[src/rtl/if_stage_if.sv]
// Instruction-memory request/response bus between the fetch stage and memory.
// Single request outstanding; a request completes on inst_req && inst_ready.
interface if_stage_if;
  logic        inst_req;
  logic [31:0] inst_addr;
  logic        inst_ready;
  logic        inst_rvalid;
  logic [31:0] inst_rdata;

  modport master (
    output inst_req,
    output inst_addr,
    input  inst_ready,
    input  inst_rvalid,
    input  inst_rdata
  );

  modport slave (
    input  inst_req,
    input  inst_addr,
    output inst_ready,
    output inst_rvalid,
    output inst_rdata
  );
endinterface

[src/rtl/if_stage.sv]
// Fetch stage: one outstanding memory request feeding a one-entry output slot; fetch latency k>=1 edges.
// pause[0] holds the slot and blocks new requests while it is occupied; flushes redirect the pc.
module if_stage #(
  parameter logic [31:0] RESET_PC  = 32'h1c00_0000,
  parameter logic [31:0] BUBBLE_PC = 32'h100,
  parameter logic [6:0]  EXC_NOP   = 7'h00,
  parameter logic [6:0]  EXC_ADEF  = 7'h08
) (
  input  logic          clk,
  input  logic          rst,
  input  logic [5:0]    pause,
  input  logic          branch_flush,
  input  logic [31:0]   branch_target,
  input  logic          exception_flush,
  input  logic [31:0]   exception_target,
  if_stage_if.master    mem,
  output logic [31:0]   if_pc,
  output logic [31:0]   if_inst,
  output logic [4:0]    if_is_exception,
  output logic [34:0]   if_exception_cause
);

  typedef enum logic [1:0] {S_REQ, S_WAIT, S_DISCARD, S_EXC_HOLD} state_t;

  state_t      state_q;
  logic [31:0] pc_q;
  logic        slot_vld_q;
  logic [31:0] slot_pc_q;
  logic [31:0] slot_inst_q;
  logic        slot_exc_q;
  logic [6:0]  slot_cause_q;

  logic        aligned;
  logic        can_fill;
  logic        req;
  logic        accept;
  logic        redirect;
  logic [31:0] target;
  logic [31:0] pc_inc_d;
  logic        pause_unused;

  assign pause_unused = ^pause[5:1];

  assign aligned  = (pc_q[1:0] == 2'b00);
  assign can_fill = !slot_vld_q || !pause[0];
  // Gated by rst so no request is visible while reset is held.
  assign req      = rst && (state_q == S_REQ) && aligned && can_fill;
  assign accept   = req && mem.inst_ready;
  // A held address error ignores branches; only an exception redirect releases it.
  assign redirect = exception_flush ||
                    (branch_flush && !pause[0] && (state_q != S_EXC_HOLD));
  assign target   = exception_flush ? exception_target : branch_target;
  assign pc_inc_d = pc_q + 32'd4;

  assign mem.inst_req  = req;
  assign mem.inst_addr = pc_q;

  assign if_pc              = slot_vld_q ? slot_pc_q : BUBBLE_PC;
  assign if_inst            = slot_vld_q ? slot_inst_q : 32'h0;
  assign if_is_exception    = slot_vld_q ? {4'b0000, slot_exc_q} : 5'b00000;
  assign if_exception_cause = slot_vld_q ? {{4{EXC_NOP}}, slot_cause_q} : {5{EXC_NOP}};

  always_ff @(posedge clk or negedge rst) begin
    if (!rst) begin
      state_q      <= S_REQ;
      pc_q         <= RESET_PC;
      slot_vld_q   <= 1'b0;
      slot_pc_q    <= 32'h0;
      slot_inst_q  <= 32'h0;
      slot_exc_q   <= 1'b0;
      slot_cause_q <= EXC_NOP;
    end else begin
      if (!pause[0]) begin
        slot_vld_q <= 1'b0;
      end
      if (redirect) begin
        pc_q       <= target;
        slot_vld_q <= 1'b0;
        case (state_q)
          S_REQ:             state_q <= accept ? S_DISCARD : S_REQ;
          S_WAIT, S_DISCARD: state_q <= mem.inst_rvalid ? S_REQ : S_DISCARD;
          default:           state_q <= S_REQ;
        endcase
      end else begin
        case (state_q)
          S_REQ: begin
            if (accept) begin
              state_q <= S_WAIT;
            end else if (!aligned && can_fill) begin
              slot_vld_q   <= 1'b1;
              slot_pc_q    <= pc_q;
              slot_inst_q  <= 32'h0;
              slot_exc_q   <= 1'b1;
              slot_cause_q <= EXC_ADEF;
              state_q      <= S_EXC_HOLD;
            end
          end
          S_WAIT: begin
            // The slot is always empty here: it was drained when the request went out.
            if (mem.inst_rvalid) begin
              slot_vld_q   <= 1'b1;
              slot_pc_q    <= pc_q;
              slot_inst_q  <= mem.inst_rdata;
              slot_exc_q   <= 1'b0;
              slot_cause_q <= EXC_NOP;
              pc_q         <= pc_inc_d;
              state_q      <= S_REQ;
            end
          end
          S_DISCARD: begin
            if (mem.inst_rvalid) begin
              state_q <= S_REQ;
            end
          end
          default: begin
          end
        endcase
      end
    end
  end

endmodule

[src/flat_wrapper.sv]
// flat-port wrapper written by rule: the top's interface ports become plain ports
module if_stage_flat 
#(
  parameter logic [31:0] RESET_PC  = 32'h1c00_0000,
  parameter logic [31:0] BUBBLE_PC = 32'h100,
  parameter logic [6:0]  EXC_NOP   = 7'h00,
  parameter logic [6:0]  EXC_ADEF  = 7'h08
)
  (clk, rst, pause, branch_flush, branch_target, exception_flush, exception_target, if_pc, if_inst, if_is_exception, if_exception_cause, mem_inst_req, mem_inst_addr, mem_inst_ready, mem_inst_rvalid, mem_inst_rdata);
  if_stage_if mem_i ();
  input  logic clk;
  input  logic rst;
  input  logic [5:0] pause;
  input  logic branch_flush;
  input  logic [31:0] branch_target;
  input  logic exception_flush;
  input  logic [31:0] exception_target;
  output logic [31:0] if_pc;
  output logic [31:0] if_inst;
  output logic [4:0] if_is_exception;
  output logic [34:0] if_exception_cause;
  output wire logic [$bits(mem_i.inst_req)-1:0] mem_inst_req;
  output wire logic [$bits(mem_i.inst_addr)-1:0] mem_inst_addr;
  input wire logic [$bits(mem_i.inst_ready)-1:0] mem_inst_ready;
  input wire logic [$bits(mem_i.inst_rvalid)-1:0] mem_inst_rvalid;
  input wire logic [$bits(mem_i.inst_rdata)-1:0] mem_inst_rdata;
  assign mem_inst_req = mem_i.inst_req;
  assign mem_inst_addr = mem_i.inst_addr;
  assign mem_i.inst_ready = mem_inst_ready;
  assign mem_i.inst_rvalid = mem_inst_rvalid;
  assign mem_i.inst_rdata = mem_inst_rdata;
  if_stage #(.RESET_PC(RESET_PC), .BUBBLE_PC(BUBBLE_PC), .EXC_NOP(EXC_NOP), .EXC_ADEF(EXC_ADEF)) u_core (.clk(clk), .rst(rst), .pause(pause), .branch_flush(branch_flush), .branch_target(branch_target), .exception_flush(exception_flush), .exception_target(exception_target), .mem(mem_i), .if_pc(if_pc), .if_inst(if_inst), .if_is_exception(if_is_exception), .if_exception_cause(if_exception_cause));
endmodule
[config.mk]
export PLATFORM = sky130hd
export DESIGN_NAME = if_stage_flat
export DESIGN_NICKNAME = d
export VERILOG_FILES = /design/src/rtl/if_stage_if.sv /design/src/rtl/if_stage.sv /design/src/flat_wrapper.sv
export SDC_FILE = /design/constraint.sdc
export NUM_CORES = 1
export LEC_CHECK = 0
export BUFFER_PORTS_ARGS = -buffer_cell sky130_fd_sc_hd__clkbuf_2
export CORE_AREA = 2 2 125 102
export DETAILED_ROUTE_END_ITERATION = 6
export DIE_AREA = 0 0 127 104
export PLACE_DENSITY = 0.9
export SLEW_MARGIN = 20
export SYNTH_ARGS = -nofsm -noshare
export SYNTH_HDL_FRONTEND = slang
export SYNTH_SLANG_ARGS = --single-unit
[constraint.sdc]
create_clock -name clk -period 2.5 [get_ports clk]
set_input_delay 0.5 -clock clk [delete_from_list [all_inputs] [get_ports clk]]
set_output_delay 0.5 -clock clk [all_outputs]
set_load 0.02 [all_outputs]
==> summary.txt <==
Clock Tree Root - clkbuf_16
htree depth - 3
maximum buffer depth of the clock tree - 2
final setup vio count - 0
CTS tree - built
Syn Inst Count - 597
setup repair after global routing missed its margin - false
Hold Slack - 0.02404 ns
Worst Path Arrival - 1.74 ns
initial antenna violation count - 0
#FFs+latches synth - 100
Cell variety after synth - 52
adder-cell area share of the yosys netlist - 0.01109
reg2reg path depth - 5
gp weighted congestion - 0.8172
max-cap viol count - 0
drt drc - 0
Cells after DPL - 928
largest net degree at the start of global routing - 50
First-pass DRT Iterations - 4
final hold vios - 0
Synth top area share - 0.4303
top_reg_cell synth - dfrtp_1
PortBufs - 201
most frequent cells in the layout - 200 x clkbuf_2, 96 x dfrtp_1, 95 x nand2_1
final core utilization - 0.5810
Post-DP Area - 0.006669 mm2
synth top area cells - dfrtp_1 43%, and2_1 7.1%, nand2_1 6.3%, buf_4 5.9%, mux2_2 5.6%
crit-path max FO - 49
layout cells sized above 1 - 0.3586
worst hold path class - primary input to async pin
post-synthesis compound-gate area fraction - 0.1333
vias in the first global route - 4712
P per Cell Area - 897.8 mW/mm2
post-route clock skew - 0.004753 ns
post-synthesis simple-gate area fraction - 0.2203
post-synthesis cell area - 0.005640 mm2
CP startpoint kind - flip-flop
DRT antenna net count - 0
Required @ worst endpoint - 2.00 ns
status - completed
top cell type by total area after synthesis - dfrtp_1
worst slew pin tran - 0.5956 ns
Final Instance Count excl. Fillers - 944
die width - 127 um
Crit Path Class - flip-flop to output pin
Leak - 3.417 nW
crit share post-route - 0.8971
core area - 0.01198 mm2
Peak VDD IR - 0.4408 mV
CTS Sinks - 100
Final Cell Area - 0.006962 mm2
I/O pin total - 245
Seq/Total Area, Yosys - 0.4443
post-synthesis xor/xnor area fraction - 0.03106
post-CTS resize count - 0
Clock transition at path regs - 0.06 ns
Wirelength per Cell - 15.36 um
Final #Nets - 900
number of vias per cell - 5.115
hold buffer count at CTS - 0
Vias - 4829
Die Height - 104 um
final WL - 14500 um
Final Max Tran Viols - 0
Setup crit end kind - output pin
Syn Area/Cell - 9.448 um2
Peak Freq - 445.9 MHz
Slew HR - 0.6029
number of enable flip-flop cells after synthesis - 0
GR Overflow Total - 0
die area - 0.01321 mm2
total CTS buffers - 9
reg2reg end - u_core.slot_pc_q[9]$_DFFE_PN0P_
Ys Warns - 0
total negative slack - 0 ns
FFs w/ async S/R, synth - 1.000
multiplexer share of the synthesized area - 0.06832
FP Rows - 36
commonest non-fill, non-tap cell in the layout - clkbuf_2
P&R area growth vs syn - 23.43%
HPWL Detailed - 10750 um
R2R Setup Slk - 0.42 ns
# diodes - 0
global-route wire length before repair - 23840 um
Worst-Skew Late Latency - 0.34 ns
Total Routing Usage GR - 0.2236
Post-CTS Setup Inserts - 0
initial drt markers - 328
largest family of logic cells by synthesized area - simple AND/OR/NAND/NOR gates
minimum clock period - 2.243 ns
R2R Path Start - u_core.slot_vld_q$_DFF_PN0_
Starting Density - 0.4708
## per-layer routing
metal,up-vias,part of all wire,track usage
met5,-,0,0
met4,0,0.011,0.04867
met3,14,0.059,0.04990
met2,181,0.48,0.3714
met1,2294,0.45,0.3007
li1,2340,-,-
## worst max-delay path: stages, from the launching register on
cell and delay (ns):
dfrtp_2 0.55, buf_4 0.46, and2_1 0.22, clkbuf_2 0.17
## synthesized netlist by cell type, types with 4 or more instances
master and n:
xor2_1 13, a21oi_1 19, a31oi_1 6, mux2i_1 7, and2_1 64, mux2_2 28, nor3_1 5, xnor2_1 7
buf_4 44, o21ai_0 53, inv_1 9, a22oi_1 13, buf_2 8, and3_1 5, dfrtp_1 97, a22o_1 4
ha_1 5, nor2_1 12, nand4_1 11, clkbuf_1 18, nand2_1 95, nand3_1 9, a211oi_1 11, nor2b_1 9
## sequential cells by signal, summed over array words and instances, names as in the netlist
name,flops
u_core.mem.inst_addr,32
u_core.slot_cause_q,1
u_core.slot_inst_q,32
u_core.slot_pc_q,32
u_core.slot_vld_q,1
u_core.state_q,2
## where the power goes
| group | total [W] | switching, W | internal (W) | leakage [nW] |
|---|---|---|---|---|
| registers | 0.00261 | 0.000396 | 0.00221 | 1.26 |
| clock network | 0.00138 | 0.000602 | 0.000777 | 0.139 |
| logic | 0.00227 | 0.00134 | 0.000927 | 2.02 |
| total | 0.00625 | 0.00234 | 0.00391 | 3.42 |
## per-stage QoR
stage | worst slack (ns) | total power [W]
final | 0.2573 | 0.006250
after global routing | 0.1490 | 0.006692
after CTS | 0.2268 | 0.006306
after detailed placement | 0.2757 | 0.004916
after global placement | 0.3310 | 0.004806
after floorplan | 0.6559 | 0.004182
## cell type report
cell class,instances,area [um2]
multi-input cells,450,2784
fillers,1085,5020
well taps,152,190.2
clock inverters,6,63.81
clock buffers,10,229.0
inverters,9,33.78
repair buffers,217,1154
flip-flops and latches,100,2507
## logic make-up after synthesis
family	Yosys count
fa+ha+maj	5
compound gates	122
other cells	1
xor+xnor	20
buf+inv	84
simple gates	230
flops	100
mux	35
## how the worst max path moves through the flow
| stage | from | end | slack (ns) | cells after the start |
|---|---|---|---|---|
| 2_1_floorplan | u_core.state_q[1]$_DFFE_PN0P_ | u_core.mem.inst_addr[12]$_DFFE_PN0P_ | 0.66 | 9 |
| 6_report | u_core.slot_vld_q$_DFF_PN0_ | if_inst[23] | 0.26 | 3 |
| 5_1_grt | u_core.slot_vld_q$_DFF_PN0_ | if_pc[24] | 0.15 | 3 |
| 3_5_place_dp | pause[0] | u_core.slot_inst_q[8]$_DFFE_PN0P_ | 0.28 | 7 |
| 3_3_place_gp | pause[0] | u_core.slot_pc_q[30]$_DFFE_PN0P_ | 0.33 | 6 |
| 4_1_cts | u_core.slot_vld_q$_DFF_PN0_ | if_pc[24] | 0.23 | 3 |
Power figures use the tool's default switching activity.
